### config.mk
export PLATFORM = sky130hd
export DESIGN_NAME = dmem_port_arbiter
export DESIGN_NICKNAME = d
export VERILOG_FILES = /design/src/rtl/dmem_port_arbiter.sv
export SDC_FILE = /design/constraint.sdc
export NUM_CORES = 1
export LEC_CHECK = 0
export BUFFER_PORTS_ARGS = -buffer_cell sky130_fd_sc_hd__buf_2
export CORE_AREA = 10 10 110 112
export DETAILED_ROUTE_END_ITERATION = 12
export DIE_AREA = 0 0 120 122
export PLACE_DENSITY = 0.64
export SLEW_MARGIN = 20
export SYNTH_ARGS = -nofsm -noshare
export SYNTH_HDL_FRONTEND = slang
export SYNTH_SLANG_ARGS = --single-unit
### constraint.sdc
create_clock -name clk -period 4.2 [get_ports clk]
set_input_delay 0.21 -clock clk [delete_from_list [all_inputs] [get_ports clk]]
set_output_delay 0.21 -clock clk [all_outputs]
set_load 0.005 [all_outputs]
### src/rtl/dmem_port_arbiter.sv
// Shares the RAM data port between the CPU data path and a serial loader/debug master.
// The core owns the port by default; the loader gets single-beat slots when the core is idle or after MAX_WAIT busy cycles.
module dmem_port_arbiter #(
    parameter int AW       = 32,
    parameter int DW       = 32,
    parameter int MAX_WAIT = 8,
    parameter int CW       = 4
) (
    input  logic            clk,
    input  logic            rst,
    input  logic [AW-1:0]   core_addr_i,
    input  logic [DW-1:0]   core_din_i,
    input  logic [DW/8-1:0] core_wren_i,
    input  logic            core_rd_i,
    output logic [DW-1:0]   core_dout_o,
    output logic            core_pause_o,
    input  logic            ld_req_i,
    input  logic            ld_we_i,
    input  logic [DW/8-1:0] ld_be_i,
    input  logic [AW-1:0]   ld_addr_i,
    input  logic [DW-1:0]   ld_din_i,
    output logic            ld_gnt_o,
    output logic            ld_rvalid_o,
    output logic [DW-1:0]   ld_rdata_o,
    output logic [AW-1:0]   mem_addr_o,
    output logic [DW-1:0]   mem_din_o,
    output logic [DW/8-1:0] mem_wren_o,
    input  logic [DW-1:0]   mem_dout_i
);

    // state  | meaning
    // S_CORE | core drives the RAM port; loader request ages in wait_cnt
    // S_LOAD | loader beat on the RAM port, core frozen
    // S_LRD  | loader read data returning from RAM, core frozen, no writes
    localparam logic [1:0] S_CORE = 2'd0;
    localparam logic [1:0] S_LOAD = 2'd1;
    localparam logic [1:0] S_LRD  = 2'd2;

    localparam int              BW      = DW / 8;
    localparam logic [CW-1:0]   WAIT_TC = CW'(MAX_WAIT);

    logic [1:0]    state;
    logic [1:0]    state_nxt;
    logic [CW-1:0] wait_cnt;
    logic [CW-1:0] wait_nxt;
    logic          core_busy;

    assign core_busy = core_rd_i | (|core_wren_i);

    always_comb begin
        state_nxt = state;
        wait_nxt  = wait_cnt;
        case (state)
            S_CORE: begin
                if (!ld_req_i) begin
                    wait_nxt = '0;
                end else if (!core_busy || (wait_cnt == WAIT_TC)) begin
                    state_nxt = S_LOAD;
                    wait_nxt  = '0;
                end else if (wait_cnt != WAIT_TC) begin
                    wait_nxt = wait_cnt + 1'b1;
                end
            end
            S_LOAD:  state_nxt = ld_we_i ? S_CORE : S_LRD;
            S_LRD:   state_nxt = S_CORE;
            default: state_nxt = S_CORE;
        endcase
    end

    always_ff @(posedge clk or negedge rst) begin
        if (!rst) begin
            state    <= S_CORE;
            wait_cnt <= '0;
        end else begin
            state    <= state_nxt;
            wait_cnt <= wait_nxt;
        end
    end

    // Outputs decode straight from state so reset clears them without a clock edge.
    always_comb begin
        mem_addr_o   = core_addr_i;
        mem_din_o    = core_din_i;
        mem_wren_o   = core_wren_i & {BW{rst}};
        ld_gnt_o     = 1'b0;
        ld_rvalid_o  = 1'b0;
        core_pause_o = 1'b0;
        case (state)
            S_LOAD: begin
                mem_addr_o   = ld_addr_i;
                mem_din_o    = ld_din_i;
                mem_wren_o   = ld_we_i ? ld_be_i : '0;
                ld_gnt_o     = 1'b1;
                core_pause_o = 1'b1;
            end
            S_LRD: begin
                mem_wren_o   = '0;
                ld_rvalid_o  = 1'b1;
                core_pause_o = 1'b1;
            end
            default: ;
        endcase
    end

    assign core_dout_o = mem_dout_i;
    assign ld_rdata_o  = mem_dout_i;

endmodule

==> impl_metrics.ini, run 1 <==
[outcome]
outcome = finished clean

[placed_design]
place_ws_ns = 1.66
gp_congestion = 0.788
place_hpwl_um = 8160
io_buffers = 211
place_inst = 460

[floorplanning]
placementRows = 37
start_util = 0.172
die_area_mm2 = 0.0146
core_area_mm2 = 0.0100
die_h_um = 122
die_width_um = 120
io_pins = 308

[setup_path]
path_buf_inv = 3
crit_path_start_kind = register
path_cells = inv_1 -> ha_2 -> buf_4 -> mux2_2 -> buf_2
end_kind = output port
max_stage_delay_ns = 0.79
cp_top_family = adder cells
critPathKind = reg -> out
cp_max_fo = 39
worst_ep_required_time_ns = 3.99
ff2ff_setup_slack_ns = 2.56
arrival_ns = 2.53
cp_slowest_cell = ha_2

[synth]
ys_seq_area_frac = 0.0870
synth_xor_area_frac = 0
synthMuxAreaShare = 0.443
synthTopCellsByArea = mux2_2, buf_4, dfrtp_1
synth_top_cell_area_share = 0.417
synthFlopType = dfrtp_1
synthTopCellsByCount = buf_4, mux2_2, inv_1
synth_top_family_by_area = multiplexers
synthArstFlopShare = 1.00
synthAdderAreaFrac = 0.0435
yosysTopAreaCell = mux2_2
synth_compound_area_frac = 0.0616
synth_cell_types = 24
syn_inst = 183
syn-cell-area_mm2 = 0.00173
ys_warn_count = 0
synth-simple-area-share = 0.0514
synth_fp_nets = 362
avgSynthCellArea_um2 = 9.44
synth-edff-count = 0
ys_seq_elements = 6

[route]
wl_um = 8920
ant_nets = 0
dr.pass1.iters = 7
viasPerCell = 4.09
wl_per_cell_um = 19.2
drcViolationCount = 0
drt_iter0_drc = 37
num_vias = 1896

[timing]
max_freq_mhz = 365
finalCriticalPeriod_ns = 2.74
rsz0062_at_grt = false
slew_headroom = 0.405
fin_crit_sh = 0.653
clock_skew_ns = 0.00128
fin_tns_setup_ns = 0
finalMaxSlewViolations = 0
hold_viol_final = 0
setup_violations = 0
tightest_slew_ns = 0.893
finalWorstSetupSlack_ns = 1.46

[clock_tree]
cts_setup_buffers = 0
clock_latency_ns = 0.22
clockBufferDepth = 2
cts_buffers = 3
cts_sinks = 6
cts_tree = yes
htreeDepth = 1
cts.clk_slew.worst_paths_ns = 0.04
cts_root_buffer = clkbuf_8

[run]
maxCapViolCount = 0

[layout]
antennaDiodeCount = 0
final-instance-count-excl-fill = 464
fill_cells = 1122
drive_gt1_frac = 0.866
fin_nets = 509
syn2layout_area_growth_pct = 44.8

[global_route]
grt_antenna_before_repair = 0
grt_usage = 0.107
grt_pass1_wl_um = 12600
grt_pass1_vias = 2168
grt_max_degree = 40
grt.overflow.total = 0

[power_and_ir_drop]
ir_drop_mv = 0.213
p_leak_nw = 1.33
p_per_area_mw_per_mm2 = 469

[hold_path]
hp-class = in -> reg
==> repair_timing <==
action / in CTS / in global routing
endpoints found under the hold margin: 6 / 0
gates resized for setup: 0 / 0
hold buffers: 1 / 0
==> cell type report <==
cell class | instances | area [um^2] | area share
multi-input cells | 99 | 1040 | 0.415
inverters | 7 | 26.3 | 0.0105
repair buffers | 213 | 1070 | 0.429
well taps | 136 | 170 | 0.0681
clock buffers | 3 | 41.3 | 0.0165
flip-flops and latches | 6 | 150 | 0.0601
==> flip-flops by register name, summed over array words and instances, names as in the netlist <==
register and flops:
state 2, wait_cnt 4
==> worst paths after layout <==
check	endpoint	cells past startpoint	start
min in group asynchronous	wait_cnt[3]$_DFFE_PN0P_	2	rst
worst max register to register	state[1]$_DFFE_PN0P_	4	state[1]$_DFFE_PN0P_
worst max-delay path	mem_din_o[25]	5	state[1]$_DFFE_PN0P_
max in group asynchronous	wait_cnt[1]$_DFFE_PN0P_	2	rst
worst min register to register	state[0]$_DFFE_PN0P_	1	state[0]$_DFFE_PN0P_
worst min-delay path	state[1]$_DFFE_PN0P_	3	ld_we_i
==> worst register-to-register path: stages (launching register included) <==
cell	delay, ns
dfrtp_1	0.38
inv_1	0.12
ha_2	0.80
nand2b_1	0.12
mux2i_1	0.15
==> per-layer routing <==
| metal | up-vias | GRT usage | routed length [um] |
|---|---|---|---|
| li1 | 865 | - | - |
| met1 | 840 | 0.101 | 2980 |
| met2 | 177 | 0.190 | 4410 |
| met3 | 14 | 0.0726 | 1420 |
| met4 | 0 | 0.0271 | 116 |
| met5 | - | 0 | 0 |
==> metrics by stage <==
stage	hold slack (ns)	utilization	power, mW	instance area (um^2)
2_1_floorplan	-0.0856	-	0.745	1730
3_3_place_gp	0.0560	0.244	1.08	2450
3_5_place_dp	0.0590	0.244	1.10	2450
4_1_cts	0.269	0.249	1.20	2500
5_1_grt	0.301	0.249	1.28	2500
6_report	0.263	0.249	1.17	2500
==> layout by cell type, fill, tap and decap left out, types with 2 or more instances in the layout <==
| cell type | Yosys | final |
|---|---|---|
| buf_2 | 6 | 211 |
| mux2_2 | 64 | 64 |
| inv_1 | 7 | 7 |
| dfrtp_1 | 6 | 6 |
| ha_1 | 6 | 5 |
| a32o_1 | 3 | 3 |
| nand2b_1 | 3 | 3 |
| mux2i_1 | 3 | 3 |
| clkbuf_8 | 0 | 3 |
| nand2_1 | 2 | 2 |
| nand3_1 | 2 | 2 |
| nor2b_1 | 2 | 2 |
| o2111ai_1 | 2 | 2 |
| o211ai_1 | 2 | 2 |
| o22ai_1 | 2 | 2 |
==> where the power goes <==
group	total, mW	internal [mW]	switching, mW
sequential	0.101	0.0805	0.0202
clock	0.0869	0.0616	0.0253
combinational	0.984	0.542	0.443
total	1.17	0.684	0.488
==> logic make-up after synthesis <==
group | count (synthesis)
compound gates | 11
buf+inv | 78
mux | 68
simple gates | 14
flops | 6
fa+ha+maj | 6
No activity file was read; power rests on OpenSTA's default activity.
==> run 2, diff against run 1 <==
Clock period 4.2 ns to 2.8 ns, I/O delays scaled along.
==> run 2 against run 1 <==
  * Total power up 51%
  * Largest cell class unchanged
  * Largest power group unchanged
  * Clock power up 53%
  * Highest routed layer unchanged
  * Wire length down 0.90%
==> impl_metrics.ini, run 2 (synthesis gave the netlist of run 1 again) <==
[setup_path]
cp_top_family = buffers and inverters
path_buf_inv = 3
critPathKind = reg -> out
end_kind = output port
worst_ep_required_time_ns = 2.66
cp_slowest_cell = ha_2
crit_path_start_kind = register
cp_max_fo = 48
max_stage_delay_ns = 0.50
arrival_ns = 2.15
path_cells = inv_1 -> ha_2 -> buf_12 -> mux2_2 -> buf_2

[run]
maxCapViolCount = 0

[timing]
finalCriticalPeriod_ns = 2.29
setup_violations = 0
fin_tns_setup_ns = 0
hold_viol_final = 0
max_freq_mhz = 437
clock_skew_ns = 0.00393
rsz0062_at_grt = false
slew_headroom = 0.686
tightest_slew_ns = 0.472
fin_crit_sh = 0.817
finalMaxSlewViolations = 0
finalWorstSetupSlack_ns = 0.511

[layout]
largest_reg_flops = 4
layout_common_cells = buf_2, mux2_2, inv_1
antennaDiodeCount = 0
fill_cells = 1104
syn2layout_area_growth_pct = 45.5
drive_gt1_frac = 0.866
layout_commonest_cell = buf_2
top_regs = wait_cnt: 4 flops, state: 2 flops
fin_nets = 509
final-instance-count-excl-fill = 464
regMostFlops = wait_cnt

[route]
drt_iter0_drc = 30
num_vias = 1852
viasPerCell = 3.99
ant_nets = 0
drcViolationCount = 0
wl_um = 8840
dr.pass1.iters = 4
wl_per_cell_um = 19.1

[placed_design]
gp_congestion = 0.811
place_hpwl_um = 8070
place_inst = 460
place_ws_ns = 0.744
io_buffers = 211

[global_route]
grt_max_degree = 49
grt_antenna_before_repair = 1
grt_pass1_vias = 2131
grt_usage = 0.107
grt.overflow.total = 0
grt_pass1_wl_um = 12600

[floorplanning]
start_util = 0.172
die_width_um = 120
io_pins = 308
placementRows = 37
die_area_mm2 = 0.0146
die_h_um = 122
core_area_mm2 = 0.0100

[clock_tree]
clockBufferDepth = 2
clock_latency_ns = 0.22
cts.repair.resized = 0
cts_tree = yes
hold_buffers = 1
cts_buffers = 3
cts.clk_slew.worst_paths_ns = 0.04
cts_setup_buffers = 0
cts_root_buffer = clkbuf_8
cts_sinks = 6
htreeDepth = 1

[power_and_ir_drop]
p_leak_nw = 1.34
p_per_area_mw_per_mm2 = 706
power_mw = 1.77
ir_drop_mv = 0.267

[hold_path]
hp-class = in -> reg

[outcome]
outcome = finished clean
[run 2: metal layers]
metal | routed length [um] | GRT usage | share of wire
met5 | 0 | 0 | 0
met4 | 116 | 0.0287 | 0.013
met3 | 1420 | 0.0740 | 0.16
met2 | 4290 | 0.185 | 0.49
met1 | 3020 | 0.102 | 0.34
[run 2: worst reg2reg max path: stages (launching register included)]
cell and delay (ns):
dfrtp_1 0.39, inv_1 0.10, ha_1 0.18, nand4b_1 0.15, o311ai_4 0.14, mux2_4 0.33
[run 2: metrics by stage]
stage	instance area (um^2)	utilization	hold slack, ns
finish	2510	0.250	0.220
global route	2510	0.250	0.245
CTS	2510	0.250	0.234
detailed placement	2460	0.245	-0.00326
global placement	2460	0.245	-0.0120
floorplan	1730	-	-0.156
[run 2: path summary, 6_finish.rpt]
check                                     endpoint               startpoint  slack, ns  depth (start not counted)
hold reg to reg               state[0]$_DFFE_PN0P_     state[0]$_DFFE_PN0P_       0.56                          1
max in group asynchronous     state[0]$_DFFE_PN0P_                      rst       2.35                          2
setup reg to reg              state[0]$_DFFE_PN0P_  wait_cnt[0]$_DFFE_PN0P_       1.38                          5
setup / recovery                     mem_din_o[18]     state[1]$_DFFE_PN0P_       0.51                          5
hold / removal                state[1]$_DFFE_PN0P_                  ld_we_i       0.22                          3
min in group asynchronous  wait_cnt[3]$_DFFE_PN0P_                      rst       0.28                          2
[run 2: layout make-up]
type / instances / area (um^2) / area share
multi-input combinational: 99 / 1040 / 0.413
timing repair buffer: 213 / 1090 / 0.432
sequential: 6 / 150 / 0.0598
inverter: 7 / 26.3 / 0.0105
clock buffer: 3 / 41.3 / 0.0164
tap: 136 / 170 / 0.0677
[run 2: where the power goes]
group	internal [mW]	leakage, nW	switching [mW]
Sequential	0.121	0.0777	0.0306
Combinational	0.830	1.24	0.660
Clock	0.0927	0.0216	0.0405
Total	1.04	1.34	0.731
==> run 3, diff against run 2 <==
Settings changed: ABC_AREA set to 1, CORE_AREA 10 10 110 112 to 10 10 112 114, DIE_AREA 0 0 120 122 to 0 0 122 124, PLACE_DENSITY 0.64 to 0.65.
Clock period 2.8 ns to 2 ns, I/O delays scaled along.
==> run 3 against run 2 <==
  * Sequential power grew 33%
  * Setup slack lost 0.26 ns
  * Flip-flop and latch count is the same
  * Critical path type unchanged
  * Highest routed layer unchanged
==> impl_metrics.ini, run 3 <==
[route]
ant_nets = 0
num_vias = 2341
wl_per_cell_um = 13.9
viasPerCell = 3.86
wl_um = 8440
dr.pass1.iters = 4
drcViolationCount = 0
drt_iter0_drc = 94

[setup_path]
crit_path_start_kind = register
worst_ep_required_time_ns = 1.90
end_kind = output port
path_cells = inv_1 -> ha_2 -> buf_12 -> nand3_2 -> o21ai_0 -> buf_2
cp_slowest_cell = dfrtp_1
cp_max_fo = 66
arrival_ns = 1.65
critPathKind = reg -> out
max_stage_delay_ns = 0.38
ff2ff_setup_slack_ns = 0.67

[power_and_ir_drop]
p_leak_nw = 1.72
p_per_area_mw_per_mm2 = 1120
ir_drop_mv = 0.529

[timing]
clock_skew_ns = 0.000633
setup_violations = 0
fin_crit_sh = 0.876
finalWorstSetupSlack_ns = 0.249
max_freq_mhz = 571
tightest_slew_ns = 0.293
finalMaxSlewViolations = 0
hold_viol_final = 0
rsz0062_at_grt = false
finalCriticalPeriod_ns = 1.75
slew_headroom = 0.805
fin_tns_setup_ns = 0

[synth]
synthTopCellsByCount = nand2_1, buf_4, inv_1
syn_inst = 332
ys_warn_count = 0
synthTopCellsByArea = nand2_1, buf_4, dfrtp_1
yosysTopAreaCell = nand2_1
synth-simple-area-share = 0.483
synth_fp_nets = 511
synth_top_cell_area_share = 0.420
synth_top_family_by_area = simple AND/OR/NAND/NOR gates
ys_seq_area_frac = 0.0844
synth-edff-count = 0
synthAdderAreaFrac = 0.0422
synth_compound_area_frac = 0.0253
ys_seq_elements = 6
avgSynthCellArea_um2 = 5.36
synthArstFlopShare = 1.00
synth_xor_area_frac = 0.00985
synthMuxAreaShare = 0
synth.most_common_cell = nand2_1
synth_cell_types = 17
synthFlopType = dfrtp_1
syn-cell-area_mm2 = 0.00178

[clock_tree]
htreeDepth = 1
cts_tree = yes
cts.clk_slew.worst_paths_ns = 0.04
cts_buffers = 3
clockBufferDepth = 2
hold_buffers = 1
cts_setup_buffers = 0
cts.repair.resized = 0
cts_sinks = 6
clock_latency_ns = 0.23
cts_root_buffer = clkbuf_8

[placed_design]
gp_congestion = 0.846
place_ws_ns = 0.467
place_hpwl_um = 7290
io_buffers = 211

[layout]
drive_gt1_frac = 0.468
top_regs = wait_cnt: 4 flops, state: 2 flops
largest_reg_flops = 4
antennaDiodeCount = 0
syn2layout_area_growth_pct = 41.5
regMostFlops = wait_cnt
layout_common_cells = buf_2, nand2_1, inv_1
fill_cells = 1195
layout_commonest_cell = buf_2
post-route-util = 0.246
fin_nets = 651

[floorplanning]
die_width_um = 122
io_pins = 308
core_area_mm2 = 0.0102
die_area_mm2 = 0.0151
die_h_um = 124
start_util = 0.174
placementRows = 37

[global_route]
grt_pass1_vias = 2335
grt_usage = 0.0966
grt.overflow.total = 0
grt_pass1_wl_um = 11900
grt_max_degree = 67
grt_antenna_before_repair = 0

[run]
maxCapViolCount = 0

[hold_path]
hp-class = in -> reg

[outcome]
outcome = finished clean
==> run 3: power breakdown <==
part | internal [mW] | switching [mW] | total [mW]
Sequential | 0.167 | 0.0339 | 0.201
Combinational | 1.02 | 1.42 | 2.44
Clock | 0.130 | 0.0554 | 0.185
Total | 1.31 | 1.51 | 2.82
==> run 3: cell type report <==
| type | instances | area (um^2) | share of cell area |
|---|---|---|---|
| tap | 136 | 170 | 0.0676 |
| timing repair buffer | 214 | 1110 | 0.440 |
| multi-input combinational | 234 | 1000 | 0.397 |
| clock buffer | 3 | 41.3 | 0.0164 |
| sequential | 6 | 150 | 0.0597 |
| inverter | 13 | 48.8 | 0.0194 |
==> run 3: final timing paths <==
check	from	to	cells past startpoint
max	state[1]$_DFFE_PN0P_	mem_wren_o[3]	6
min	ld_req_i	wait_cnt[0]$_DFFE_PN0P_	3
max reg2reg	state[0]$_DFFE_PN0P_	wait_cnt[3]$_DFFE_PN0P_	5
min reg2reg	state[1]$_DFFE_PN0P_	state[1]$_DFFE_PN0P_	2
max in group asynchronous	rst	state[1]$_DFFE_PN0P_	2
min in group asynchronous	rst	wait_cnt[3]$_DFFE_PN0P_	2
==> run 3: cells by family (layout without fill, tap and decap cells) <==
group           count (synthesis)  in the layout
simple gates                  218            218
fa+ha+maj                       6              6
compound gates                  8              8
flops                           6              6
buf+inv                        92            230
xor+xnor                        2              2
==> run 3: through the flow <==
| stage | std cells | cell area, um^2 | total power [mW] | hold WS (ns) |
|---|---|---|---|---|
| finish | 606 | 2520 | 2.82 | 0.176 |
| detailed placement | 602 | 2460 | 2.72 | -0.0435 |
| global route | 606 | 2520 | 3.23 | 0.187 |
| CTS | 606 | 2520 | 2.91 | 0.173 |
| global placement | 602 | 2460 | 2.69 | -0.0464 |
| floorplan | 332 | 1780 | 1.75 | -0.196 |
==> run 3: worst max-delay path: cells and delay by family, from the launching register on <==
| family | cells | cell delay (ns) |
|---|---|---|
| flip-flops | 1 | 0.38 |
| adder cells (fa/ha/maj) | 1 | 0.22 |
| AND/OR/NAND/NOR | 1 | 0.13 |
| buffers and inverters | 3 | 0.51 |
| AO/OA/AOI/OAI | 1 | 0.17 |
==> run 3: metal layers <==
layer | up-vias | global-route usage | part of all wire
met3 | 13 | 0.0683 | 0.19
li1 | 1210 | - | -
met1 | 920 | 0.0877 | 0.33
met4 | 0 | 0.0328 | 0.015
met5 | - | 0 | 0
met2 | 198 | 0.168 | 0.47
